===== config.mk =====
export PLATFORM = sky130hd
export DESIGN_NAME = cla_seq_adder_ctrl
export DESIGN_NICKNAME = d
export VERILOG_FILES = /design/src/rtl/cla_seq_adder_ctrl.sv
export SDC_FILE = /design/constraint.sdc
export NUM_CORES = 1
export LEC_CHECK = 0
export CORE_MARGIN = 4
export CORE_UTILIZATION = 50
export DETAILED_ROUTE_END_ITERATION = 6
export PLACE_DENSITY = 0.79
export SKIP_CTS_REPAIR_TIMING = 1
export SLEW_MARGIN = 20
export SYNTH_ARGS = -nofsm -noshare
export SYNTH_HDL_FRONTEND = slang
export SYNTH_SLANG_ARGS = --single-unit
export TNS_END_PERCENT = 20

===== constraint.sdc =====
create_clock -name clk -period 4.51 [get_ports clk]
set_input_delay 0.902 -clock clk [delete_from_list [all_inputs] [get_ports clk]]
set_output_delay 0.902 -clock clk [all_outputs]
set_load 0.02 [all_outputs]

===== src/rtl/cla_seq_adder_ctrl.sv =====
// Wide adder controller: reuses one SLICE_W-bit carry-lookahead slice over WORDS cycles.
// Optional SEQ_ADDER_SUBTRACT_EN adds a 'sub' input that turns the operation into a-b.
module cla_seq_adder_ctrl #(
  parameter int SLICE_W = 16,
  parameter int WORDS   = 4
) (
  input  logic                       clk,
  input  logic                       rst,
  input  logic                       start_valid,
  output logic                       start_ready,
  input  logic [SLICE_W*WORDS-1:0]   a,
  input  logic [SLICE_W*WORDS-1:0]   b,
  input  logic                       cin,
`ifdef SEQ_ADDER_SUBTRACT_EN
  input  logic                       sub,
`endif
  output logic                       out_valid,
  input  logic                       out_ready,
  output logic [SLICE_W*WORDS-1:0]   sum,
  output logic                       cout,
  output logic                       ovf,
  output logic                       busy
);

  localparam int N      = SLICE_W * WORDS;
  localparam int GROUPS = SLICE_W / 4;
  localparam int IDX_W  = $clog2(WORDS);

  typedef enum logic [1:0] {
    IDLE = 2'd0,
    RUN  = 2'd1,
    DONE = 2'd2
  } state_t;

  state_t             state_r, next_state_s;
  logic [IDX_W-1:0]   idx_r;
  logic               carry_r;
  logic [N-1:0]       a_r, b_r, sum_r;
  logic               cout_r, ovf_r, out_valid_r, busy_r, start_ready_r;
  logic [N-1:0]       b_eff_s;
  logic               cin_eff_s;
  logic [SLICE_W-1:0] a_word_s, b_word_s;
  logic [SLICE_W:0]   slice_res_s;
  logic               last_s;

  // Lookahead slice: 4-bit groups with full in-group lookahead, group P/G chained to the slice carry.
  function automatic logic [SLICE_W:0] cla_slice(input logic [SLICE_W-1:0] x,
                                                 input logic [SLICE_W-1:0] y,
                                                 input logic c_in);
    logic [SLICE_W-1:0] p, g, s;
    logic [GROUPS:0]    gc;
    logic [3:0]         gp, gg, c;
    logic               grp_g, grp_p;
    p     = x ^ y;
    g     = x & y;
    s     = {SLICE_W{1'b0}};
    gc    = {(GROUPS+1){1'b0}};
    gc[0] = c_in;
    for (int k = 0; k < GROUPS; k++) begin
      gp    = p[4*k +: 4];
      gg    = g[4*k +: 4];
      c[0]  = gc[k];
      c[1]  = gg[0] | (gp[0] & c[0]);
      c[2]  = gg[1] | (gp[1] & gg[0]) | (gp[1] & gp[0] & c[0]);
      c[3]  = gg[2] | (gp[2] & gg[1]) | (gp[2] & gp[1] & gg[0]) | (gp[2] & gp[1] & gp[0] & c[0]);
      grp_g = gg[3] | (gp[3] & gg[2]) | (gp[3] & gp[2] & gg[1]) | (gp[3] & gp[2] & gp[1] & gg[0]);
      grp_p = &gp;
      gc[k+1]    = grp_g | (grp_p & gc[k]);
      s[4*k +: 4] = gp ^ c;
    end
    return {gc[GROUPS], s};
  endfunction

`ifdef SEQ_ADDER_SUBTRACT_EN
  assign b_eff_s   = sub ? ~b : b;
  assign cin_eff_s = sub ? 1'b1 : cin;
`else
  assign b_eff_s   = b;
  assign cin_eff_s = cin;
`endif

  assign a_word_s    = a_r[int'(idx_r)*SLICE_W +: SLICE_W];
  assign b_word_s    = b_r[int'(idx_r)*SLICE_W +: SLICE_W];
  assign slice_res_s = cla_slice(a_word_s, b_word_s, carry_r);
  assign last_s      = (idx_r == IDX_W'(WORDS-1));

  // Next-state decode for the IDLE/RUN/DONE sequencer.
  always_comb begin
    next_state_s = state_r;
    case (state_r)
      IDLE: begin
        if (start_valid) next_state_s = RUN;
        else             next_state_s = IDLE;
      end
      RUN: begin
        if (last_s) next_state_s = DONE;
        else        next_state_s = RUN;
      end
      DONE: begin
        if (out_ready) next_state_s = IDLE;
        else           next_state_s = DONE;
      end
      default: next_state_s = IDLE;
    endcase
  end

  // State, datapath registers and registered handshake flags.
  always_ff @(posedge clk) begin
    if (rst) begin
      state_r       <= IDLE;
      idx_r         <= {IDX_W{1'b0}};
      carry_r       <= 1'b0;
      a_r           <= {N{1'b0}};
      b_r           <= {N{1'b0}};
      sum_r         <= {N{1'b0}};
      cout_r        <= 1'b0;
      ovf_r         <= 1'b0;
      out_valid_r   <= 1'b0;
      busy_r        <= 1'b0;
      start_ready_r <= 1'b1;
    end else begin
      state_r       <= next_state_s;
      start_ready_r <= (next_state_s == IDLE);
      busy_r        <= (next_state_s != IDLE);
      out_valid_r   <= (next_state_s == DONE);
      case (state_r)
        IDLE: begin
          if (start_valid) begin
            a_r     <= a;
            b_r     <= b_eff_s;
            carry_r <= cin_eff_s;
            idx_r   <= {IDX_W{1'b0}};
            sum_r   <= {N{1'b0}};
          end
        end
        RUN: begin
          sum_r[int'(idx_r)*SLICE_W +: SLICE_W] <= slice_res_s[SLICE_W-1:0];
          carry_r <= slice_res_s[SLICE_W];
          if (last_s) begin
            // ovf uses the latched (possibly inverted) b MSB.
            cout_r <= slice_res_s[SLICE_W];
            ovf_r  <= (a_r[N-1] ~^ b_r[N-1]) & (a_r[N-1] ^ slice_res_s[SLICE_W-1]);
          end else begin
            idx_r <= idx_r + IDX_W'(1);
          end
        end
        default: begin
        end
      endcase
    end
  end

  assign start_ready = start_ready_r;
  assign out_valid   = out_valid_r;
  assign busy        = busy_r;
  assign sum         = sum_r;
  assign cout        = cout_r;
  assign ovf         = ovf_r;

endmodule


==> results.toml, run 1 <==
[drt]
ant_nets = 0
drtIter0Drc = 755
wirelength_mm = 25.17
post_drt_wl_per_cell_um = 18.21
vias_per_cell = 5.610
num_vias = 7753
drc_errors = 0
dr.pass1.iters = 5

[logic_synthesis]
syn_area_um2 = 8587
synthFlopType = "dfxtp_1"
ys_warn_count = 0
postSynthCellCount = 984
synth_compound_area_frac = 0.1711
async_reset_ff_frac = 0
synth_top_cell_area_share = 0.4709
synth_top_family_by_area = "simple AND/OR/NAND/NOR gates"
avgSynthCellArea_um2 = 8.727
synth.area.top_cells = "dfxtp_1 (47%), nand2_1 (12%), a21oi_1 (8.6%)"
synth_xor_area_frac = 0.007140
ys_seq_area_frac = 0.4709
synth_adder_area_share = 0.03847
synth_edf_count = 0
synth_top_cell_by_area = "dfxtp_1"
synth_nets = 1141
yosysMostFrequentCell = "nand2_1"
ys_types = 47
synth-seq-cells = 202
synthTopCellsByCount = "nand2_1 (272), dfxtp_1 (202), a21oi_1 (147)"
yosys.area_share.simple = 0.1852
synth.mux.area_fraction = 0.08568

[floorplan]
ios = 202
die_area_um2 = 19330
core_um2 = 16700
fp.dieH_um = 139.1
num_rows = 47
fp.dieW_um = 139.1
start_util = 0.5142

[timing]
setup_viol = 0
hold_violations = 0
rsz0062_at_grt = "no"
slew_viol_final = 0
tns_ps = 0
worst_pin_slew_ps = 1082
slew_headroom = 0.2761
fmax_ghz = 0.2482
min_period_ps = 4029
period_share = 0.8934
skew_ps = 23.27

[power_and_ir_drop]
power_leakage_nw = 4.216
power_density_nw_per_um2 = 373.4
finalPower_mw = 4.245
peakVddDrop_v = 0.0002582

[critical_path]
worst_ep_required_time_ps = 4940
critPathBufInv = 2
cpPeakStageDelay_ps = 740
worst_setup_path_start_kind = "register"
path_delay_family = "compound AO/OA/AOI/OAI gates"
crit_top_cell = "buf_4"
cp_cell_sequence = "buf_4 -> buf_4 -> mux4_2 -> ha_1 -> a21o_1 -> a21oi_1 -> o21a_1 -> o21bai_1 -> fa_1 -> xor2_1 -> a22oi_1 -> nor2_1"
cp_max_fo = 22
crit_slowest_cell = "dfxtp_2"
endpoint_kind = "register"
worstPathArrival_ps = 4460
worstSetupPathType = "register to register"

[place]
place_inst = 1344
gp_congestion = 0.8815
io_buffers = 201
hpwl_mm = 18.28

[clock_tree]
clk_latency_ps = 500
path_clk_slew_ps = 60
cts_max_level = 1
cts_tree = "yes"
root_buffer = "clkbuf_16"
ctsLongestPathBuffers = 3
numCtsBuffers = 21
cts.sinks = 202

[global_route]
gr-usage-all-layers = 0.2482
grt_pass1_wl_mm = 39.23
grt_pass1_vias = 7589
grt_overflow_total = 0
antenna_found_initial = 0
grt_max_degree = 119

[cells_and_area]
layout.cells.non_filler = 1382
fin_util = 0.6806
fin_nets = 1304
area_growth_pct = 32.38
diodes = 0
layout-drive-gt1-share = 0.07917

[run]
maxCapViolCount = 0

[status]
status = "finished clean"

[hold_path]
hold_path.class = "register to register"
path summary, 6_finish.rpt:
check	startpoint	endpoint	slack [ps]	cells past startpoint
worst max-delay path	idx_r[0]	sum[61]	480	12
worst min-delay path	sum[7]	sum[7]	450	2
worst max register to register	idx_r[0]	sum[61]	480	12
worst min register to register	sum[7]	sum[7]	450	2
layout make-up:
cell class / count / area, um2
clock buffer: 29 / 605.6
clock inverter: 9 / 78.83
fill: 1365 / 5334
inverter: 13 / 48.80
multi-input combinational: 696 / 4197
sequential: 202 / 4046
tap: 220 / 275.3
timing repair buffer: 213 / 2116
through the flow:
step / worst slack [ps] / hold WS, ps / instance area [um2]
CTS: 478.3 / 453.5 / 11370
detailed placement: 503.5 / 442.9 / 10680
floorplan: 968.2 / 433.1 / 8587
global placement: 639.9 / 438.8 / 10680
global route: 147.5 / 475.5 / 11370
finish: 480.8 / 448.6 / 11370
layer usage:
metal	routed length [um]	GRT usage	up-vias
li1	-	-	3715
met1	10390	0.3179	3690
met2	12460	0.4354	294
met3	1546	0.03586	54
met4	770	0.07621	0
met5	0	0	-
cell families after synthesis:
| logic type | count (synthesis) |
|---|---|
| AND/OR/NAND/NOR | 393 |
| AO/OA/AOI/OAI | 239 |
| flip-flops | 202 |
| buffers and inverters | 86 |
| multiplexers | 33 |
| adder cells (fa/ha/maj) | 24 |
| XOR/XNOR | 7 |
power by group:
group | internal, mW | switching (mW)
clock | 0.999 | 0.712
combinational | 0.272 | 0.334
sequential | 1.87 | 0.0611
total | 3.14 | 1.11
worst register-to-register path: stages, from the launching register on:
cell      delay (ps)
dfxtp_2          740
buf_4            290
buf_4            220
mux4_2           520
ha_1             370
a21o_1           210
a21oi_1          150
o21a_1           350
o21bai_1         130
fa_1             380
xor2_1           300
a22oi_1          150
nor2_1           150
cells in the final DEF, fill, tap and decap left out, types with 11 or more instances in the layout:
master	synthesis	layout
clkdlybuf4s50_1	0	200
a22oi_1	38	38
mux4_2	32	32
dfxtp_1	202	200
nor2_1	74	73
buf_4	0	11
nand2_1	272	272
inv_1	13	13
ha_1	20	20
clkbuf_16	0	21
a21oi_1	147	147
sequential cells by signal, summed over array words and instances, names as in the netlist:
register	cells
sum	64
state_r	2
carry_r	1
busy	1
cout	1
out_valid	1
b_r	64
start_ready	1
idx_r	2
a_r	64
ovf	1
No activity file was read; power rests on OpenSTA's default activity.
==> run 2, diff against run 1 <==
--- a/config.mk
+++ b/config.mk
@@ -8,7 +8,7 @@
 export CORE_MARGIN = 4
 export CORE_UTILIZATION = 50
 export DETAILED_ROUTE_END_ITERATION = 6
-export PLACE_DENSITY = 0.79
+export PLACE_DENSITY = 0.83
 export SKIP_CTS_REPAIR_TIMING = 1
 export SLEW_MARGIN = 20
 export SYNTH_ARGS = -nofsm -noshare
==> results.toml, run 2 (synthesis gave the netlist of run 1 again) <==
[clock_tree]
path_clk_slew_ps = 70
cts_max_level = 1
clk_latency_ps = 500
cts_tree = "yes"
ctsLongestPathBuffers = 3
root_buffer = "clkbuf_16"
numCtsBuffers = 21
cts.sinks = 202

[cells_and_area]
layout.cells.non_filler = 1378
fin_util = 0.6800
fin_nets = 1302
diodes = 0
layout-drive-gt1-share = 0.07599
layout_common_cells = "nand2_1 (272), dfxtp_1 (200), clkdlybuf4s50_1 (200)"
final_area_um2 = 11360
layout_commonest_cell = "nand2_1"
area_growth_pct = 32.25

[floorplan]
fp.dieW_um = 139.1
start_util = 0.5142
fp.dieH_um = 139.1
num_rows = 47
ios = 202
core_um2 = 16700
die_area_um2 = 19330

[hold_path]
holdCritStartpoint = "a_r[48]"
hold_path.class = "register to register"
hold_depth = 2
hold_end = "a_r[48]"

[timing]
min_period_ps = 3903
slew_headroom = 0.4314
rsz0062_at_grt = "no"
worst_pin_slew_ps = 852.9
period_share = 0.8653
tns_ps = 0
slew_viol_final = 0
skew_ps = 11.33
hold_violations = 0
fmax_ghz = 0.2562
setup_viol = 0

[place]
gp_congestion = 0.8493
placed_area_um2 = 10680
place_inst = 1342
io_buffers = 201
hpwl_mm = 17.82

[critical_path]
timing.rr.start = "idx_r[0]"
cp_max_fo = 20
r2r_slack_ps = 610
endpoint_kind = "register"
worst_setup_path_start_kind = "register"
reg2reg_depth = 11
r2r-end = "sum[13]"
worstPathArrival_ps = 4330
worst_ep_required_time_ps = 4940
worstSetupPathType = "register to register"

[drt]
dr.pass1.iters = 5
post_drt_wl_per_cell_um = 18.21
ant_nets = 0
num_vias = 7914
vias_per_cell = 5.743
drtIter0Drc = 828
drc_errors = 0
wirelength_mm = 25.10

[global_route]
grt_pass1_vias = 7541
grt_pass1_wl_mm = 39.22
antenna_found_initial = 0
grt_max_degree = 117
grt_overflow_total = 0
gr-usage-all-layers = 0.2477

[power_and_ir_drop]
power_leakage_nw = 4.210
finalPower_mw = 4.224
power_density_nw_per_um2 = 371.9
peakVddDrop_v = 0.0002764

[status]
status = "finished clean"

[run]
maxCapViolCount = 0
## run 2: where the power goes
group	internal, mW	switching (mW)
clock network	1.01	0.680
registers	1.87	0.0617
logic	0.272	0.334
total	3.15	1.08
## run 2: worst max-delay path: stages (launching register included)
cell	delay [ps]
dfxtp_2	740
mux4_2	590
ha_1	350
o21ai_0	300
o21ai_1	170
a21oi_1	290
o21a_1	360
o21bai_1	120
fa_1	390
xor2_1	290
a22oi_1	140
nor2_1	110
## run 2: final cells by class
cell class,count,area [um2]
Fill cell,1288,5345
Multi-Input combinational cell,696,4199
Sequential cell,202,4046
Timing Repair Buffer,211,2113
Clock buffer,31,623.1
Tap cell,220,275.3
Clock inverter,5,50.05
Inverter,13,48.80
## run 2: metrics by stage
stage	hold WS (ps)	setup slack (ps)
after global routing	469.9	235.8
after floorplan	433.1	968.2
after CTS	451.9	590.9
after detailed placement	443.1	629.4
after global placement	438.1	699.4
final	452.7	607.4
## run 2: metal layers
metal / global-route usage / up-vias / part of all wire
met3: 0.04793 / 74 / 0.082
met5: 0 / - / 0
met4: 0.08857 / 0 / 0.037
met1: 0.3098 / 3765 / 0.39
met2: 0.4280 / 354 / 0.49
li1: - / 3721 / -
## run 2: worst max path at each step
stage | from | endpoint | slack (ps)
floorplan | idx_r[0] | sum[13] | 970
global placement | idx_r[0] | sum[61] | 700
detailed placement | idx_r[0] | sum[61] | 630
CTS | idx_r[0] | sum[61] | 590
global route | idx_r[0] | sum[61] | 240
finish | idx_r[0] | sum[13] | 610
